**config.mk**
```make
export PLATFORM = sky130hd
export DESIGN_NAME = blit_memif
export DESIGN_NICKNAME = d
export VERILOG_FILES = /design/src/rtl/blit_memif.sv
export SDC_FILE = /design/constraint.sdc
export NUM_CORES = 1
export LEC_CHECK = 0
export ABC_AREA = 0
export CORE_MARGIN = 10
export CORE_UTILIZATION = 45
export DETAILED_ROUTE_END_ITERATION = 10
export PLACE_DENSITY = 0.8
export SETUP_SLACK_MARGIN = 0.02
export SYNTH_ARGS = -nofsm -noshare
export SYNTH_HDL_FRONTEND = slang
export SYNTH_SLANG_ARGS = --single-unit
```
**constraint.sdc**
```tcl
create_clock -name clk -period 9.33 [get_ports clk]
set_input_delay 2.3325 -clock clk [delete_from_list [all_inputs] [get_ports clk]]
set_output_delay 2.3325 -clock clk [all_outputs]
set_load 0.01 [all_outputs]
```
**src/rtl/blit_memif.sv**
```systemverilog
// Blitter memory-cycle front end: bus grant handshake plus conversion of each
// blitter cycle into one registered 64-bit phrase-port transaction.
module blit_memif #(
    parameter int unsigned TIMEOUT = 255
) (
    input  logic        clk,
    input  logic        xreset,
    input  logic [1:0]  blit_breq,
    input  logic        bus_busy,
    output logic        blit_back,
    input  logic        mreq,
    input  logic        read,
    input  logic [3:0]  width,
    input  logic        justify,
    input  logic [23:0] blit_addr,
    input  logic [63:0] wdata,
    output logic        ack,
    output logic [63:0] data,
    output logic        err,
    output logic        mem_req,
    output logic        mem_we,
    output logic [20:0] mem_addr,
    output logic [7:0]  mem_be,
    output logic [63:0] mem_wdata,
    input  logic        mem_rdy,
    input  logic        mem_rvalid,
    input  logic [63:0] mem_rdata
);
    localparam logic [2:0] S_IDLE  = 3'd0;
    localparam logic [2:0] S_OWN   = 3'd1;
    localparam logic [2:0] S_REQ   = 3'd2;
    localparam logic [2:0] S_RWAIT = 3'd3;
    localparam logic [2:0] S_ACK   = 3'd4;

    localparam logic [7:0] TMO = 8'(TIMEOUT);

    logic [2:0]  r_state;
    logic        r_rst_hold;
    logic        r_back;
    logic        r_err;
    logic [63:0] r_data;
    logic        r_mem_req;
    logic        r_mem_we;
    logic [20:0] r_mem_addr;
    logic [7:0]  r_mem_be;
    logic [63:0] r_mem_wdata;
    logic        r_read;
    logic        r_just;
    logic [2:0]  r_off;
    logic [7:0]  r_wd;

    logic [3:0]  w_width;
    logic [15:0] w_mask;
    logic [7:0]  w_be;
    logic [63:0] w_rdata_j;
    logic [7:0]  w_wd_next;
    logic        w_grant;

    always_comb begin
        w_width   = ((width == 4'd0) || (width > 4'd8)) ? 4'd8 : width;
        // Mask is built 16 bits wide so lanes pushed past byte 7 simply fall off.
        w_mask    = ((16'd1 << w_width) - 16'd1) << blit_addr[2:0];
        w_be      = w_mask[7:0];
        w_rdata_j = r_just ? (mem_rdata >> {r_off, 3'b000}) : mem_rdata;
        w_wd_next = r_wd + 8'd1;
        w_grant   = !r_rst_hold && blit_breq[0] && (!bus_busy || blit_breq[1]);
    end

    always_ff @(posedge clk or posedge xreset) begin
        if (xreset) begin
            r_state     <= S_IDLE;
            r_rst_hold  <= 1'b1;
            r_back      <= 1'b0;
            r_err       <= 1'b0;
            r_data      <= '0;
            r_mem_req   <= 1'b0;
            r_mem_we    <= 1'b0;
            r_mem_addr  <= '0;
            r_mem_be    <= '0;
            r_mem_wdata <= '0;
            r_read      <= 1'b0;
            r_just      <= 1'b0;
            r_off       <= '0;
            r_wd        <= '0;
        end else begin
            // Grant is held off for one edge after reset release.
            r_rst_hold <= 1'b0;
            case (r_state)
                S_IDLE: begin
                    if (w_grant) begin
                        r_state <= S_OWN;
                        r_back  <= 1'b1;
                        r_err   <= 1'b0;
                    end
                end
                S_OWN: begin
                    if (mreq) begin
                        r_read      <= read;
                        r_just      <= justify;
                        r_off       <= blit_addr[2:0];
                        r_mem_req   <= 1'b1;
                        r_mem_we    <= ~read;
                        r_mem_addr  <= blit_addr[23:3];
                        r_mem_be    <= w_be;
                        r_mem_wdata <= wdata;
                        r_state     <= S_REQ;
                    end else if (!blit_breq[0]) begin
                        r_back  <= 1'b0;
                        r_state <= S_IDLE;
                    end
                end
                S_REQ: begin
                    if (mem_rdy) begin
                        r_mem_req <= 1'b0;
                        if (r_read) begin
                            r_wd    <= '0;
                            r_state <= S_RWAIT;
                        end else begin
                            r_state <= S_ACK;
                        end
                    end
                end
                S_RWAIT: begin
                    if (mem_rvalid) begin
                        r_data  <= w_rdata_j;
                        r_state <= S_ACK;
                    end else begin
                        r_wd <= w_wd_next;
                        if (w_wd_next == TMO) begin
                            r_err   <= 1'b1;
                            r_data  <= '0;
                            r_state <= S_ACK;
                        end
                    end
                end
                S_ACK: begin
                    r_state <= S_OWN;
                end
                default: begin
                    r_state <= S_IDLE;
                end
            endcase
        end
    end

    assign blit_back = r_back;
    assign ack       = (r_state == S_ACK);
    assign data      = r_data;
    assign err       = r_err;
    assign mem_req   = r_mem_req;
    assign mem_we    = r_mem_we;
    assign mem_addr  = r_mem_addr;
    assign mem_be    = r_mem_be;
    assign mem_wdata = r_mem_wdata;
endmodule

```
==> results.md, run 1 <==
- Footprint of the multi-input gates: 0.00449 mm2
- Post-synthesis mux area share: 0.0904
- Mapped cell area: 0.00932 mm2
- Syn_area_per_cell: 9.17 um2
- Num rows: 52
- Hold Buf Count CTS: 0
- Final hold slack: 475 ps
- CTS buffer count: 17
- Commonest cells after routing, fill and taps aside: 327 x clkdlybuf4s50_1, 294 x nand2_1, 175 x dfrtp_1
- Most common cell after layout, fill and taps aside: clkdlybuf4s50_1
- Vias in the first global route: 8893
- Initial Util: 0.459
- Worst-case clock skew: 11.5 ps
- Final core utilization: 0.653
- Post-synthesis xor/xnor area fraction: 0.00376
- Dpl ws: 4490 ps
- Synth Area in Simple Gates: 0.196
- Critical path fanouts, max: 12
- Initial antenna violation count: 2
- Reg clk slew, reported paths: 70 ps
- Pleak: 0.00581 uW
- Max Cap Viol: 0
- Final wirelength: 33400 um
- Deepest clock path buffer count: 2
- Area grow syn2layout: 42.1%
- Register area share after synthesis: 0.478
- Die area: 0.0269 mm2
- Combinational family with the most area after synthesis: simple AND/OR/NAND/NOR gates
- Post-CTS Setup Bufs: 0
- Final Max Slew Viols: 0
- Critical Path AT: 4760 ps
- DR vias/cell: 5.63
- F_max: 0.227 GHz
- CTS tree: yes
- Post-Synth Adder-Cell Area: 0.00403
- Setup_tns: 0 ps
- First-pass DRT Iterations: 5
- Outcome: completed
- Nets: 1461
- FF-to-FF Start: r_state[0]$_DFFE_PP0P_
- Clk sinks: 178
- Post_cts resized: 0
- WS Path Type: input pin to flip-flop
- Gr ovfl total: 0
- Ports: 328
- Register Area: 0.00446 mm2
- Final setup fails: 0
- # DRC: 0
- Setup crit start: width[3]
- Unique masters post-synth: 60
- RSZ-0062 raised after global routing: no
- Initial DRC Count: 791
- I/O Buffers: 327
- Final hold violation count: 0
- Number of flops mapped to enable cells by yosys: 0
- Worst endpoint required time: 9690 ps
- Fraction of registers with async set/reset: 1.00
- Top_reg_cell synth: dfrtp_1
- First-pass GRT wire length: 51100 um
- Flops & latches, synth: 178
- Post-Syn Nets: 1186
- DR WL/cell: 21.2 um
- CP Launch Type: input pin
- Height of the die: 164 um
- Core ar.: 0.0203 mm2
- Hold Crit Class: flip-flop to flip-flop
- Total number of vias: 8873
- Compound-Gate Fraction of Synth Area: 0.185
- Routed Antenna Nets: 0
- Final HPWL DP: 24200 um
- Ys Warns: 0
- Largest net degree at the start of global routing: 112
- Root Buffer: clkbuf_16
- Hold Startpoint: mem_addr[19]$_DFFE_PP0P_
- Tot Pwr: 4280 uW
- Mapped Cells: 1017
- Worst skew pair latency: 430 ps
- VDD IR-drop max: 155 uV
- Chip width: 164 um
- Final setup margin: 4930 ps
- Tot GR Track Use: 0.243
- Fin crit period: 4400 ps
- Share of cells above drive strength 1: 0.0621
- Final period util: 0.472
- CP endpoint kind: flip-flop
- Max H-tree Level: 4
- Slew headroom: 0.300
- # fillers: 1690
- Slew @ Worst Pin: 1050 ps
- Power per standard cell area: 323 mW/mm2
- RePlAce Congestion: 0.883
-- flip-flops by register name, indices dropped and copies added, names as in the netlist, 3 cells and up --
| signal | cells |
|---|---|
| data | 64 |
| r_off | 3 |
| mem_wdata | 64 |
| r_wd | 8 |
| mem_addr | 21 |
| r_state | 3 |
| mem_be | 8 |
-- cells in the mapped netlist (all sizes together) (3+ instances only) --
library cell  instances  area (um2)
nand2               294        1100
dfrtp               177        4430
a21oi                54         270
clkbuf               52         195
nor2                 52         195
mux2i                46         460
o21ai                46         230
a22o                 38         333
o2bb2ai              30         263
buf                  29         178
nand2b               17         106
nor2b                15        93.8
a21o                 14         105
a22oi                13        97.6
mux4                 13         293
a211oi               10        75.1
nor3                 10        55.1
o22ai                 9        56.3
mux2                  8        90.1
nand3                 8        40.0
or2                   7        43.8
and3                  6        37.5
inv                   6        22.5
a31oi                 5        31.3
nand3b                5        37.5
o31ai                 5        42.5
a32o                  4        40.0
and2                  4        25.0
o41ai                 4        35.0
ha                    3        37.5
o311ai                3        26.3
-- cells by family after synthesis --
kind of cell / count (synthesis)
AO/OA/AOI/OAI: 247
XOR/XNOR: 4
adder cells (fa/ha/maj): 3
buffers and inverters: 87
flip-flops: 178
multiplexers: 67
other: 2
AND/OR/NAND/NOR: 429
-- path summary, 6_finish.rpt --
path                                        endpoint  slack [ps]  cells past startpoint
min reg2reg                 mem_addr[19]$_DFFE_PP0P_         470                      2
min in group asynchronous       data[48]$_DFFE_PP0P_        2520                      2
max reg2reg                mem_wdata[17]$_DFFE_PP0P_        6750                      4
max                            mem_be[4]$_DFFE_PP0P_        4930                      9
max in group asynchronous  mem_wdata[22]$_DFFE_PP0P_        5380                      3
min                         mem_addr[19]$_DFFE_PP0P_         470                      2
-- report_power, final --
part	switching [uW]	internal [uW]
clock	338	395
combinational	1100	1090
sequential	233	1120
-- critical path: stages --
cell and delay (ps):
clkdlybuf4s50_1 700, nor2_1 130, nand3b_1 110, ha_1 420, nor2_1 120, o311ai_0 310
o21ai_0 170, o311ai_0 310, o22a_1 170
-- cell type report --
cell class | count | share of cell area
antenna | 2 | 0.000378
inverter | 6 | 0.00208
clock inverter | 12 | 0.0100
timing repair buffer | 337 | 0.253
clock buffer | 20 | 0.0345
tap | 270 | 0.0255
multi-input combinational | 752 | 0.339
sequential | 178 | 0.336
-- metal layers --
metal / wire length, um / up-vias / share of wire / GRT usage
met5: 12 / - / 0.00036 / 0
met4: 754 / 2 / 0.023 / 0.0711
met3: 3790 / 45 / 0.11 / 0.102
met2: 16100 / 410 / 0.48 / 0.397
met1: 12800 / 4316 / 0.38 / 0.287
li1: - / 4100 / - / -
-- through the flow --
stage,cells,area (um2)
finish,1577,13300
global route,1576,13300
CTS,1575,13200
detailed placement,1543,12700
global placement,1543,12700
floorplan,1017,9320
Power figures use the tool's default switching activity.
==> inputs of run 2 (changes only) <==
==> constraint.sdc (replaced) <==
create_clock -name clk -period 4.3 [get_ports clk]
set_input_delay 1.075 -clock clk [delete_from_list [all_inputs] [get_ports clk]]
set_output_delay 1.075 -clock clk [all_outputs]
set_load 0.01 [all_outputs]
==> results.md, run 2 (synthesized netlist as in run 1, its figures left out) <==
- Nets: 1463
- Hold Buf Count CTS: 0
- Die area: 0.0269 mm2
- Most common cell after layout, fill and taps aside: clkdlybuf4s50_1
- Non-filler instance count after layout: 1580
- Critical Path AT: 3570 ps
- I/O Buffers: 327
- Flop pwr share: 0.326
- Vias in the first global route: 8935
- Core ar.: 0.0203 mm2
- Tot GR Track Use: 0.238
- DR WL/cell: 20.8 um
- Largest net degree at the start of global routing: 105
- Sw power: 3580 uW
- Fin crit period: 3200 ps
- Post-CTS Setup Bufs: 0
- Outcome: completed
- R2r worst-path depth: 6
- RePlAce Congestion: 0.899
- Critical path's slowest cell: clkdlybuf4s50_1
- Final setup fails: 0
- CP endpoint kind: flip-flop
- Worst endpoint required time: 4670 ps
- Power share of the clock group: 0.186
- CTS tree: yes
- Reg clk slew, reported paths: 70 ps
- CP peak stage delay: 690 ps
- Deepest clock path buffer count: 2
- Post_cts resized: 0
- Routed Antenna Nets: 0
- First-pass GRT wire length: 50400 um
- F_max: 0.313 GHz
- VDD IR-drop max: 322 uV
- Slew @ Worst Pin: 997 ps
- Combinational power share: 0.488
- # DRC: 0
- Final period util: 0.744
- Worst skew pair latency: 430 ps
- Final hold violation count: 0
- WS Path Type: input pin to flip-flop
- Hold Crit Class: flip-flop to flip-flop
- Initial antenna violation count: 1
- Pleak: 0.00588 uW
- Height of the die: 164 um
- Num rows: 52
- Root Buffer: clkbuf_16
- R2r endpoint: data[7]$_DFFE_PP0P_
- # fillers: 1593
- Chip width: 164 um
- Ports: 328
- Final wirelength: 32800 um
- Worst-case clock skew: 15.4 ps
- Final HPWL DP: 24000 um
- Sw Share: 0.378
- Setup crit start: width[3]
- CP Cell Sequence: clkdlybuf4s50_1 > nor2_1 > nand3b_1 > ha_1 > nor2_1 > o311ai_0 > o21ai_0 > o311ai_0 > o22a_1
- Critical path fanouts, max: 12
- Final Max Slew Viols: 0
- Int Power: 5880 uW
- Slew headroom: 0.335
- Setup crit end: mem_be[4]$_DFFE_PP0P_
- RSZ-0062 raised after global routing: no
- Dpl cells: 1545
- Max Cap Viol: 0
- Share of cells above drive strength 1: 0.0636
- FF-to-FF Start: r_off[0]$_DFFE_PP0P_
- Clk sinks: 178
- Initial Util: 0.459
- Area grow syn2layout: 43.6%
- First-pass DRT Iterations: 5
- R2R setup slack: 1640 ps
- DR vias/cell: 5.60
- Total number of vias: 8842
- Setup_tns: 0 ps
- Final hold slack: 474 ps
- Gr ovfl total: 0
- CP Launch Type: input pin
- CTS buffer count: 17
- Commonest cells after routing, fill and taps aside: 327 x clkdlybuf4s50_1, 294 x nand2_1, 175 x dfrtp_1
- Max H-tree Level: 4
- Power per standard cell area: 706 mW/mm2
- Initial DRC Count: 632
==> run 2: changes by cell type in the layout (fill, tap and decap cells not counted), moves of 2 or more <==
| cell | delta |
|---|---|
| buf_4 | -2 |
| diode_2 | +2 |
| clkinv_4 | +2 |
| buf_12 | +4 |
| inv_6 | -5 |
| bufinv_16 | +4 |
==> run 2: worst max-delay path: cells and delay by family <==
kind,cells,cell delay [ps]
buffers and inverters,1,690
adder cells (fa/ha/maj),1,420
AO/OA/AOI/OAI,4,1000
AND/OR/NAND/NOR,3,370
==> run 2: cell type report <==
type / count / area, um2 / share of cell area
inverters: 6 / 26.3 / 0.00196
clock inverters: 13 / 221 / 0.0165
clock buffers: 18 / 439 / 0.0328
diodes: 4 / 10.0 / 0.000747
repair buffers: 339 / 3410 / 0.255
well taps: 270 / 338 / 0.0252
flip-flops and latches: 178 / 4460 / 0.333
multi-input cells: 752 / 4490 / 0.335
==> run 2: worst min path at each step <==
stage / to / cells after the start / slack [ps] / start
detailed placement: mem_wdata[25]$_DFFE_PP0P_ / 2 / 460 / mem_wdata[25]$_DFFE_PP0P_
global placement: mem_addr[6]$_DFFE_PP0P_ / 2 / 460 / mem_addr[6]$_DFFE_PP0P_
global route: mem_addr[6]$_DFFE_PP0P_ / 2 / 500 / mem_addr[6]$_DFFE_PP0P_
floorplan: r_read$_DFFE_PP0P_ / 2 / 470 / r_read$_DFFE_PP0P_
CTS: mem_wdata[25]$_DFFE_PP0P_ / 2 / 480 / mem_wdata[25]$_DFFE_PP0P_
finish: data[13]$_DFFE_PP0P_ / 1 / 470 / data[13]$_DFFE_PP0P_
==> run 2: layer usage <==
metal  share of wire  wire, um  vias up  global-route usage
li1                -         -     4112                   -
met5               0         0        -                   0
met2            0.48     15700      401               0.388
met1            0.38     12500     4286               0.276
met4           0.024       771        0              0.0747
met3            0.12      3780       43               0.104
==> run 2: stage by stage <==
stage	setup WS, ps	total power, uW	cell area, um2	utilization
2_1_floorplan	945	5380	9330	-
3_3_place_gp	822	7630	12700	0.627
3_5_place_dp	732	7730	12700	0.627
4_1_cts	1150	9530	13400	0.659
5_1_grt	882	10000	13400	0.659
6_report	1100	9460	13400	0.660
==> run 2: power by group through the flow <==
stage	Combinational [uW]	Clock [uW]	Sequential [uW]
2_1_floorplan	2200	0	3180
3_3_place_gp	4570	0	3060
3_5_place_dp	4640	0	3090
4_1_cts	4660	1790	3070
5_1_grt	5010	1860	3180
6_report	4610	1760	3080
==> inputs of run 3 (changes only) <==
--- a/config.mk
+++ b/config.mk
@@ -7,9 +7,9 @@
 export LEC_CHECK = 0
 export ABC_AREA = 0
 export CORE_MARGIN = 10
-export CORE_UTILIZATION = 45
+export CORE_UTILIZATION = 41
 export DETAILED_ROUTE_END_ITERATION = 10
-export PLACE_DENSITY = 0.8
+export PLACE_DENSITY = 0.77
 export SETUP_SLACK_MARGIN = 0.02
 export SYNTH_ARGS = -nofsm -noshare
 export SYNTH_HDL_FRONTEND = slang
==> constraint.sdc (replaced) <==
create_clock -name clk -period 2.6 [get_ports clk]
set_input_delay 0.65 -clock clk [delete_from_list [all_inputs] [get_ports clk]]
set_output_delay 0.65 -clock clk [all_outputs]
set_load 0.01 [all_outputs]
==> results.md, run 3 (synthesized netlist as in run 1, its figures left out) <==
- Worst endpoint required time: 1950 ps
- Final setup fails: 0
- Total number of vias: 8954
- CP endpoint kind: primary output
- Slew @ Worst Pin: 694 ps
- Worst-case clock skew: 10.9 ps
- Final wirelength: 34100 um
- Initial Util: 0.414
- DR WL/cell: 20.9 um
- Final setup margin: 205 ps
- Post_cts resized: 0
- Pleak: 0.00605 uW
- Hold Buf Count CTS: 0
- Post-CTS Setup Bufs: 0
- Dpl ws: -149 ps
- Num rows: 55
- Core ar.: 0.0225 mm2
- Final hold violation count: 0
- CP peak stage delay: 550 ps
- Worst skew pair latency: 430 ps
- CTS buffer count: 17
- # DRC: 0
- Most common cell after layout, fill and taps aside: clkdlybuf4s50_1
- Deepest clock path buffer count: 2
- Gr ovfl total: 0
- Routed Antenna Nets: 0
- First-pass GRT wire length: 52500 um
- Hold Crit Class: flip-flop to flip-flop
- CP Launch Type: flip-flop
- Max H-tree Level: 4
- Worst path bufs/invs: 1
- Clk sinks: 178
- I/O Buffers: 327
- Final period util: 0.921
- F_max: 0.418 GHz
- DR vias/cell: 5.47
- RePlAce Congestion: 0.968
- Initial DRC Count: 853
- Commonest cells after routing, fill and taps aside: 327 x clkdlybuf4s50_1, 294 x nand2_1, 175 x dfrtp_1
- Final hold slack: 477 ps
- Area grow syn2layout: 47.0%
- Outcome: completed
- Initial antenna violation count: 3
- RSZ-0062 raised after global routing: no
- Ports: 328
- R2r worst-path depth: 4
- Vias in the first global route: 9150
- Chip width: 171 um
- R2r endpoint: data[60]$_DFFE_PP0P_
- R2R setup slack: 430 ps
- CTS tree: yes
- Nets: 1504
- Final Max Slew Viols: 0
- Share of cells above drive strength 1: 0.0927
- Tot Pwr: 15500 uW
- Slew headroom: 0.535
- Tot GR Track Use: 0.229
- Critical Path AT: 1750 ps
- WS Path Type: flip-flop to primary output
- Fin crit period: 2400 ps
- CP Depth: 3
- Final core utilization: 0.609
- Die area: 0.0292 mm2
- Setup crit start: r_state[1]$_DFFE_PP0P_
- First-pass DRT Iterations: 5
- VDD IR-drop max: 538 uV
- Critical path's slowest cell: clkdlybuf4s50_1
- Reg clk slew, reported paths: 80 ps
- Max Cap Viol: 0
- Height of the die: 171 um
- Final HPWL DP: 25600 um
- CP Cell Sequence: nor2_1 > and2_1 > clkdlybuf4s50_1
- Setup crit end: ack
- Largest net degree at the start of global routing: 78
- Power per standard cell area: 1130 mW/mm2
- Critical path fanouts, max: 10
- FF-to-FF Start: r_off[1]$_DFFE_PP0P_
- Root Buffer: clkbuf_16
- CP delay by family, top: buffers and inverters
-- run 3: cell count changes in the layout (fill, tap and decap cells not counted), moves of 2 or more --
| cell | delta |
|---|---|
| clkinvlp_4 | +2 |
| inv_6 | -2 |
| buf_12 | +5 |
| inv_8 | +3 |
| bufinv_16 | -5 |
| buf_4 | +36 |
| clkinv_4 | +3 |
-- run 3: cell type report --
type	count	area (um2)
clock inverters	14	140
well taps	285	357
inverters	6	26.3
fillers	1878	8800
multi-input cells	752	4490
flip-flops and latches	178	4460
diodes	3	7.51
repair buffers	380	3780
clock buffers	18	439
-- run 3: power breakdown --
group | leakage, uW | switching (uW) | internal [uW]
clock | 0.000279 | 1260 | 1300
sequential | 0.00222 | 911 | 4030
combinational | 0.00356 | 3900 | 4140
-- run 3: worst min-delay path by stage --
stage / endpoint / start / cells after the start / slack [ps]
global placement: mem_addr[1]$_DFFE_PP0P_ / mem_addr[1]$_DFFE_PP0P_ / 2 / 460
global route: data[11]$_DFFE_PP0P_ / data[11]$_DFFE_PP0P_ / 1 / 500
detailed placement: mem_wdata[55]$_DFFE_PP0P_ / mem_wdata[55]$_DFFE_PP0P_ / 2 / 460
CTS: mem_wdata[45]$_DFFE_PP0P_ / mem_wdata[45]$_DFFE_PP0P_ / 2 / 480
finish: mem_wdata[45]$_DFFE_PP0P_ / mem_wdata[45]$_DFFE_PP0P_ / 2 / 480
floorplan: r_read$_DFFE_PP0P_ / r_read$_DFFE_PP0P_ / 2 / 470
-- run 3: per-stage QoR --
step	std cells	setup TNS (ps)	area [um2]
floorplan	1017	-58370	9330
global placement	1601	-365	13100
detailed placement	1601	-585	13100
CTS	1633	0	13700
global route	1636	0	13700
finish	1636	0	13700
-- run 3: worst register-to-register path: cells and delay by family (launching register included) --
family | cells | cell delay [ps]
simple gates | 1 | 410
compound gates | 2 | 810
buf+inv | 1 | 300
flops | 1 | 610
-- run 3: layer usage --
| layer | wire length, um | GRT usage |
|---|---|---|
| met5 | 0 | 0 |
| met1 | 13100 | 0.272 |
| met4 | 769 | 0.0713 |
| met2 | 16200 | 0.369 |
| met3 | 3990 | 0.0965 |
